--- src/rtl/tank_pkg.sv ---
// rtl/tank_pkg.sv - shared tank types, keycodes and map geometry
package tank_pkg;

    typedef enum logic [1:0] {
        UP    = 2'd0,
        DOWN  = 2'd1,
        LEFT  = 2'd2,
        RIGHT = 2'd3
    } dir_t;

    typedef enum logic [1:0] {
        IDLE   = 2'd0,
        DELAY  = 2'd1,
        REPEAT = 2'd2
    } move_state_t;

    localparam logic [7:0] KEY_W     = 8'h1A;
    localparam logic [7:0] KEY_S     = 8'h16;
    localparam logic [7:0] KEY_A     = 8'h04;
    localparam logic [7:0] KEY_D     = 8'h07;
    localparam logic [7:0] KEY_UP    = 8'h52;
    localparam logic [7:0] KEY_DOWN  = 8'h51;
    localparam logic [7:0] KEY_LEFT  = 8'h50;
    localparam logic [7:0] KEY_RIGHT = 8'h4F;

    localparam int TILE_PX = 32;
    localparam int MAP_W   = 20;
    localparam int MAP_H   = 15;

    // Bottom-left player starts facing up, top-right player facing down.
    function automatic dir_t home_dir(input logic player);
        return player ? UP : DOWN;
    endfunction

endpackage

--- src/rtl/tank_key_decode.sv ---
// rtl/tank_key_decode.sv - per-player keycode to direction decode
module tank_key_decode
    import tank_pkg::*;
(
    input  logic       player,
    input  logic [7:0] keycode,
    output logic       key_hit,
    output dir_t       key_dir
);

    always_comb begin
        key_hit = 1'b1;
        key_dir = UP;
        if (player) begin
            case (keycode)
                KEY_W:   key_dir = UP;
                KEY_S:   key_dir = DOWN;
                KEY_A:   key_dir = LEFT;
                KEY_D:   key_dir = RIGHT;
                default: key_hit = 1'b0;
            endcase
        end else begin
            case (keycode)
                KEY_UP:    key_dir = UP;
                KEY_DOWN:  key_dir = DOWN;
                KEY_LEFT:  key_dir = LEFT;
                KEY_RIGHT: key_dir = RIGHT;
                default:   key_hit = 1'b0;
            endcase
        end
    end

endmodule

--- src/rtl/tank_move_ctrl.sv ---
// rtl/tank_move_ctrl.sv - key to move-request auto-repeat FSM; TANK_MOVE_DEBOUNCE_EN adds 2-frame press debounce
module tank_move_ctrl
    import tank_pkg::*;
#(
    parameter int INIT_DELAY    = 12,
    parameter int REPEAT_PERIOD = 6
) (
    input  logic       frame_clk,
    input  logic       Reset,
    input  logic       player,
    input  logic [7:0] keycode,
    input  logic       move_ready,
    output logic       move_valid,
    output dir_t       move_dir,
    output dir_t       facing
);

    localparam int CNT_MAX = (INIT_DELAY > REPEAT_PERIOD) ? INIT_DELAY : REPEAT_PERIOD;
    localparam int CW      = $clog2(CNT_MAX + 1);
    localparam logic [CW-1:0] INIT_LD = CW'(INIT_DELAY);
    localparam logic [CW-1:0] REP_LD  = CW'(REPEAT_PERIOD);
    localparam logic [CW-1:0] CNT_ONE = CW'(1);

    logic          key_hit;
    dir_t          key_dir;
    dir_t          last_dir;
    move_state_t   state;
    logic [CW-1:0] counter;
    logic          press_ok;
    logic          new_press;
    logic          stall;

    tank_key_decode u_decode (
        .player  (player),
        .keycode (keycode),
        .key_hit (key_hit),
        .key_dir (key_dir)
    );

`ifdef TANK_MOVE_DEBOUNCE_EN
    logic prev_hit;
    dir_t prev_dir;

    always_ff @(posedge frame_clk) begin
        if (Reset) begin
            prev_hit <= 1'b0;
            prev_dir <= UP;
        end else begin
            prev_hit <= key_hit;
            prev_dir <= key_dir;
        end
    end

    assign press_ok = key_hit && prev_hit && (prev_dir == key_dir);
`else
    assign press_ok = key_hit;
`endif

    assign new_press = press_ok && ((state == IDLE) || (key_dir != last_dir));
    // A stalled request freezes everything so only one move is ever outstanding.
    assign stall     = move_valid && !move_ready;

    always_ff @(posedge frame_clk) begin
        if (Reset) begin
            move_valid <= 1'b0;
            state      <= IDLE;
            counter    <= '0;
            last_dir   <= home_dir(player);
            move_dir   <= home_dir(player);
            facing     <= home_dir(player);
        end else if (!stall) begin
            if (move_valid) move_valid <= 1'b0;
            if (state == IDLE) begin
                if (new_press) begin
                    move_valid <= 1'b1;
                    move_dir   <= key_dir;
                    facing     <= key_dir;
                    last_dir   <= key_dir;
                    counter    <= INIT_LD;
                    state      <= DELAY;
                end
            end else if (!key_hit) begin
                state   <= IDLE;
                counter <= '0;
            end else if (new_press) begin
                move_valid <= 1'b1;
                move_dir   <= key_dir;
                facing     <= key_dir;
                last_dir   <= key_dir;
                counter    <= INIT_LD;
                state      <= DELAY;
            end else if ((key_dir == last_dir) && (counter == CNT_ONE)) begin
                move_valid <= 1'b1;
                move_dir   <= key_dir;
                facing     <= key_dir;
                counter    <= REP_LD;
                state      <= REPEAT;
            end else if (counter > CNT_ONE) begin
                counter <= counter - CNT_ONE;
            end
        end
    end

endmodule

--- config.mk ---
export PLATFORM = sky130hd
export DESIGN_NAME = tank_move_ctrl
export DESIGN_NICKNAME = d
export VERILOG_FILES = /design/src/rtl/tank_pkg.sv /design/src/rtl/tank_key_decode.sv /design/src/rtl/tank_move_ctrl.sv
export SDC_FILE = /design/constraint.sdc
export NUM_CORES = 1
export LEC_CHECK = 0
export ABC_AREA = 1
export CORE_ASPECT_RATIO = 0.7
export CORE_MARGIN = 2
export CORE_UTILIZATION = 52
export CTS_CLUSTER_DIAMETER = 150
export CTS_CLUSTER_SIZE = 8
export DETAILED_ROUTE_END_ITERATION = 16
export PLACE_DENSITY = 0.78
export SETUP_SLACK_MARGIN = 0.1
export SLEW_MARGIN = 10
export SYNTH_ARGS = -nofsm -noshare
export SYNTH_HDL_FRONTEND = slang
export SYNTH_SLANG_ARGS = --single-unit
--- constraint.sdc ---
create_clock -name frame_clk -period 2.2 [get_ports frame_clk]
set_clock_uncertainty 0.15 [all_clocks]
set_input_delay 0.44 -clock frame_clk [delete_from_list [all_inputs] [get_ports frame_clk]]
set_output_delay 0.44 -clock frame_clk [all_outputs]
set_load 0.02 [all_outputs]
==> metrics.cfg <==
[run_status]
outcome=finished, final reports clean

[sta]
rsz0062_at_grt=no
fin_crit_sh_pct=93.5
slew-limit-headroom_pct=79.1
finalHoldViolations=0
slew_viol_final=0
worst_pin_slew_ns=0.313
fmax_mhz=486
setup_violations=0
min_period_ns=2.06
fin_tns_setup_ns=0

[logic_synthesis]
synth-edff-count=4
yosys.area_share.simple_pct=50.6
synth_top_area_share_pct=14.5
ys.flop_type=dfxtp_1
synth_area_leader_cell=nand2_1
synth_compound_area_share_pct=9.32
synthCells=151
synth_top_family_by_area=simple AND/OR/NAND/NOR gates
yosysWarnings=0
synthAdderAreaFrac_pct=2.48
netlist_area_mm2=0.00101
synth_mux_area_share_pct=0
avgSynthCellArea_um2=6.67
seq_area_frac_synth_pct=25.8
async_flop_share_pct=0
synth_xor_xnor_area_share_pct=1.74
synth_cell_types=28
synthTopCellsByArea=nand2_1 15%, dfxtp_1 14%, edfxtp_1 12%, nor2_1 8.6%, inv_1 7.5%
synth_nets=165
ys_ff_latch=11

[global_route]
antenna_found_initial=0
grt_first_pass_wirelength_mm=4.08
track_usage_pct=23.8
first_global_vias=943
overflow=0
grt_start_max_net_pins=10

[route]
drt_pass1_iterations=4
drtAntennaViolNets=0
avgRoutedWirePerCell_um=13.4
routed_via_density=5.38
drc=0
drt-initial-drc-count=68
routed_wl_mm=2.76
vias=1109

[placed_design]
postPlaceCellArea_mm2=0.00126
dp_hpwl_mm=1.83
place_inst=198
place_congestion=0.867
port_buffers=16

[clocking]
cts_max_level=1
worstSkewPairLatency_ns=0.27
cts_buffers=3
cts_hold_buf=0
cts_buffer_depth=2
path_clk_slew_ns=0.07
clock-root-buffer=clkbuf_4
tritoncts=yes
cts.sink_count=11

[hold_path]
holdPathStages=1
min_path_type=flip-flop to flip-flop
min-delay-start=state[1]$_SDFFE_PP0P_
min_delay_worst_endpoint=state[1]$_SDFFE_PP0P_

[worst_setup_path]
slowest_delay_ns=0.24
r2r_end=facing[0]$_DFFE_PP_
worstPathRequired_ns=2.10
critical_path_class=input pin to flip-flop
r2r_cells=8
cp_slowest_cell=clkdlybuf4s15_1
crit_path_end_kind=flip-flop
crit_path_start_kind=input pin
worstPathArrival_ns=1.96
worst_path_most_repeated_cell=nand2_4
cp_max_fo=5
r2r_setup_slack_ns=0.56
path_cells=clkdlybuf4s15_1 -> inv_2 -> nand2_4 -> nor2_4 -> nand2_4 -> nand3_4 -> nand2_4 -> nand2_4 -> nand2_4 -> nor2_8 -> nand2_4 -> a21oi_4 -> nand2_1 -> nand2_1 -> inv_2
r2r-start=last_dir[0]$_DFFE_PP_

[layout]
final_cells=206
stdcell_area_mm2=0.00144
area_growth_pct=42.9
drive_gt1_share_pct=41.8
fillers=121
antenna_cells=0
nets=199

[floorplanning]
initial_core_util_pct=54.8
fp.dieH_um=40.8
std_cell_rows=13
die_area_mm2=0.00231
chipWidth_um=56.6
num_io_pins=17
coreArea_mm2=0.00184

[flow_run]
cap_viol_max_count=0

[power_and_ir_drop]
vdd_drop_max_mv=0.862
p_total_mw=1.12
p_per_area_mw_per_mm2=776
p_leak_nw=0.714

[cell usage after synthesis (3+ instances only)]
| cell type | instances |
|---|---|
| nand3_2 | 4 |
| edfxtp_1 | 4 |
| nand2_1 | 39 |
| inv_1 | 20 |
| dfxtp_1 | 7 |
| a21oi_1 | 8 |
| nor2_2 | 6 |
| nor2_1 | 23 |
| nand3_1 | 8 |
| nand2_2 | 7 |
| inv_2 | 3 |
[cells in the final DEF (no fill, tap or decap), types with 7 or more instances in the layout]
cell             instances
nand2_1                 27
inv_1                   14
dfxtp_1                  7
nand2_4                 13
nand3_1                  7
nor2_1                  20
buf_4                   15
clkbuf_2                 7
nand2_2                  8
inv_2                    9
clkdlybuf4s50_1          7
nor2_4                   7
a21oi_1                  8
[metrics by stage]
step                setup WS, ns  hold slack, ns  util, %
floorplan                  0.241           0.291        -
global placement          -0.361           0.299     68.7
detailed placement        -0.453           0.306     68.7
CTS                        0.108           0.321     73.0
global route              0.0608           0.348     78.3
finish                     0.142           0.316     78.3
[critical path, delay by kind of cell]
family / cells / cell delay [ns]
AO/OA/AOI/OAI: 1 / 0.16
buffers and inverters: 3 / 0.38
AND/OR/NAND/NOR: 11 / 0.97
[final cells by class]
class | instances | area (um2) | area share (%)
multi-input combinational | 115 | 798 | 55.5
sequential | 11 | 260 | 18.1
timing repair buffer | 31 | 240 | 16.7
inverter | 23 | 86.3 | 6.00
tap | 22 | 27.5 | 1.91
clock buffer | 4 | 26.3 | 1.83
[kinds of logic (layout without fill, tap and decap cells)]
kind of cell | Yosys count | count (layout)
xor+xnor | 2 | 2
flops | 11 | 11
fa+ha+maj | 2 | 2
simple gates | 96 | 96
compound gates | 15 | 15
buf+inv | 25 | 58
[where the power goes]
part,internal (mW),switching (mW)
Sequential,0.275,0.0439
Clock,0.0703,0.0662
Combinational,0.262,0.399
[what timing repair did]
action                     in CTS  in global routing
setup endpoints to repair      13                 12
cloned                          0                  0
gates resized for setup        22                 45
buffers inserted                1                  3
pin swaps                      13                 20
[worst max path at each step]
stage / start / end / slack [ns] / cells past startpoint
final: keycode[4] / facing[0]$_DFFE_PP_ / 0.14 / 15
after detailed placement: keycode[0] / facing[0]$_DFFE_PP_ / -0.45 / 14
after CTS: keycode[4] / facing[0]$_DFFE_PP_ / 0.11 / 15
after global routing: keycode[4] / facing[0]$_DFFE_PP_ / 0.06 / 15
after floorplan: keycode[6] / facing[0]$_DFFE_PP_ / 0.24 / 14
after global placement: keycode[1] / facing[1]$_SDFFCE_PP0P_ / -0.36 / 14
[sequential cells by signal, summed over array words and instances (netlist names)]
| register | count |
|---|---|
| state | 2 |
| last_dir | 2 |
| move_valid | 1 |
| counter | 4 |
| facing | 2 |
[per-layer routing]
layer | GRT usage [%] | part of all wire (%) | vias up
met1 | 30.3 | 43 | 512
met4 | 3.57 | 2.5 | 0
met2 | 42.4 | 47 | 45
met3 | 6.31 | 7.2 | 12
met5 | 0 | 0 | -
li1 | - | - | 540
Note: power is estimated with default switching activity, not from simulation.
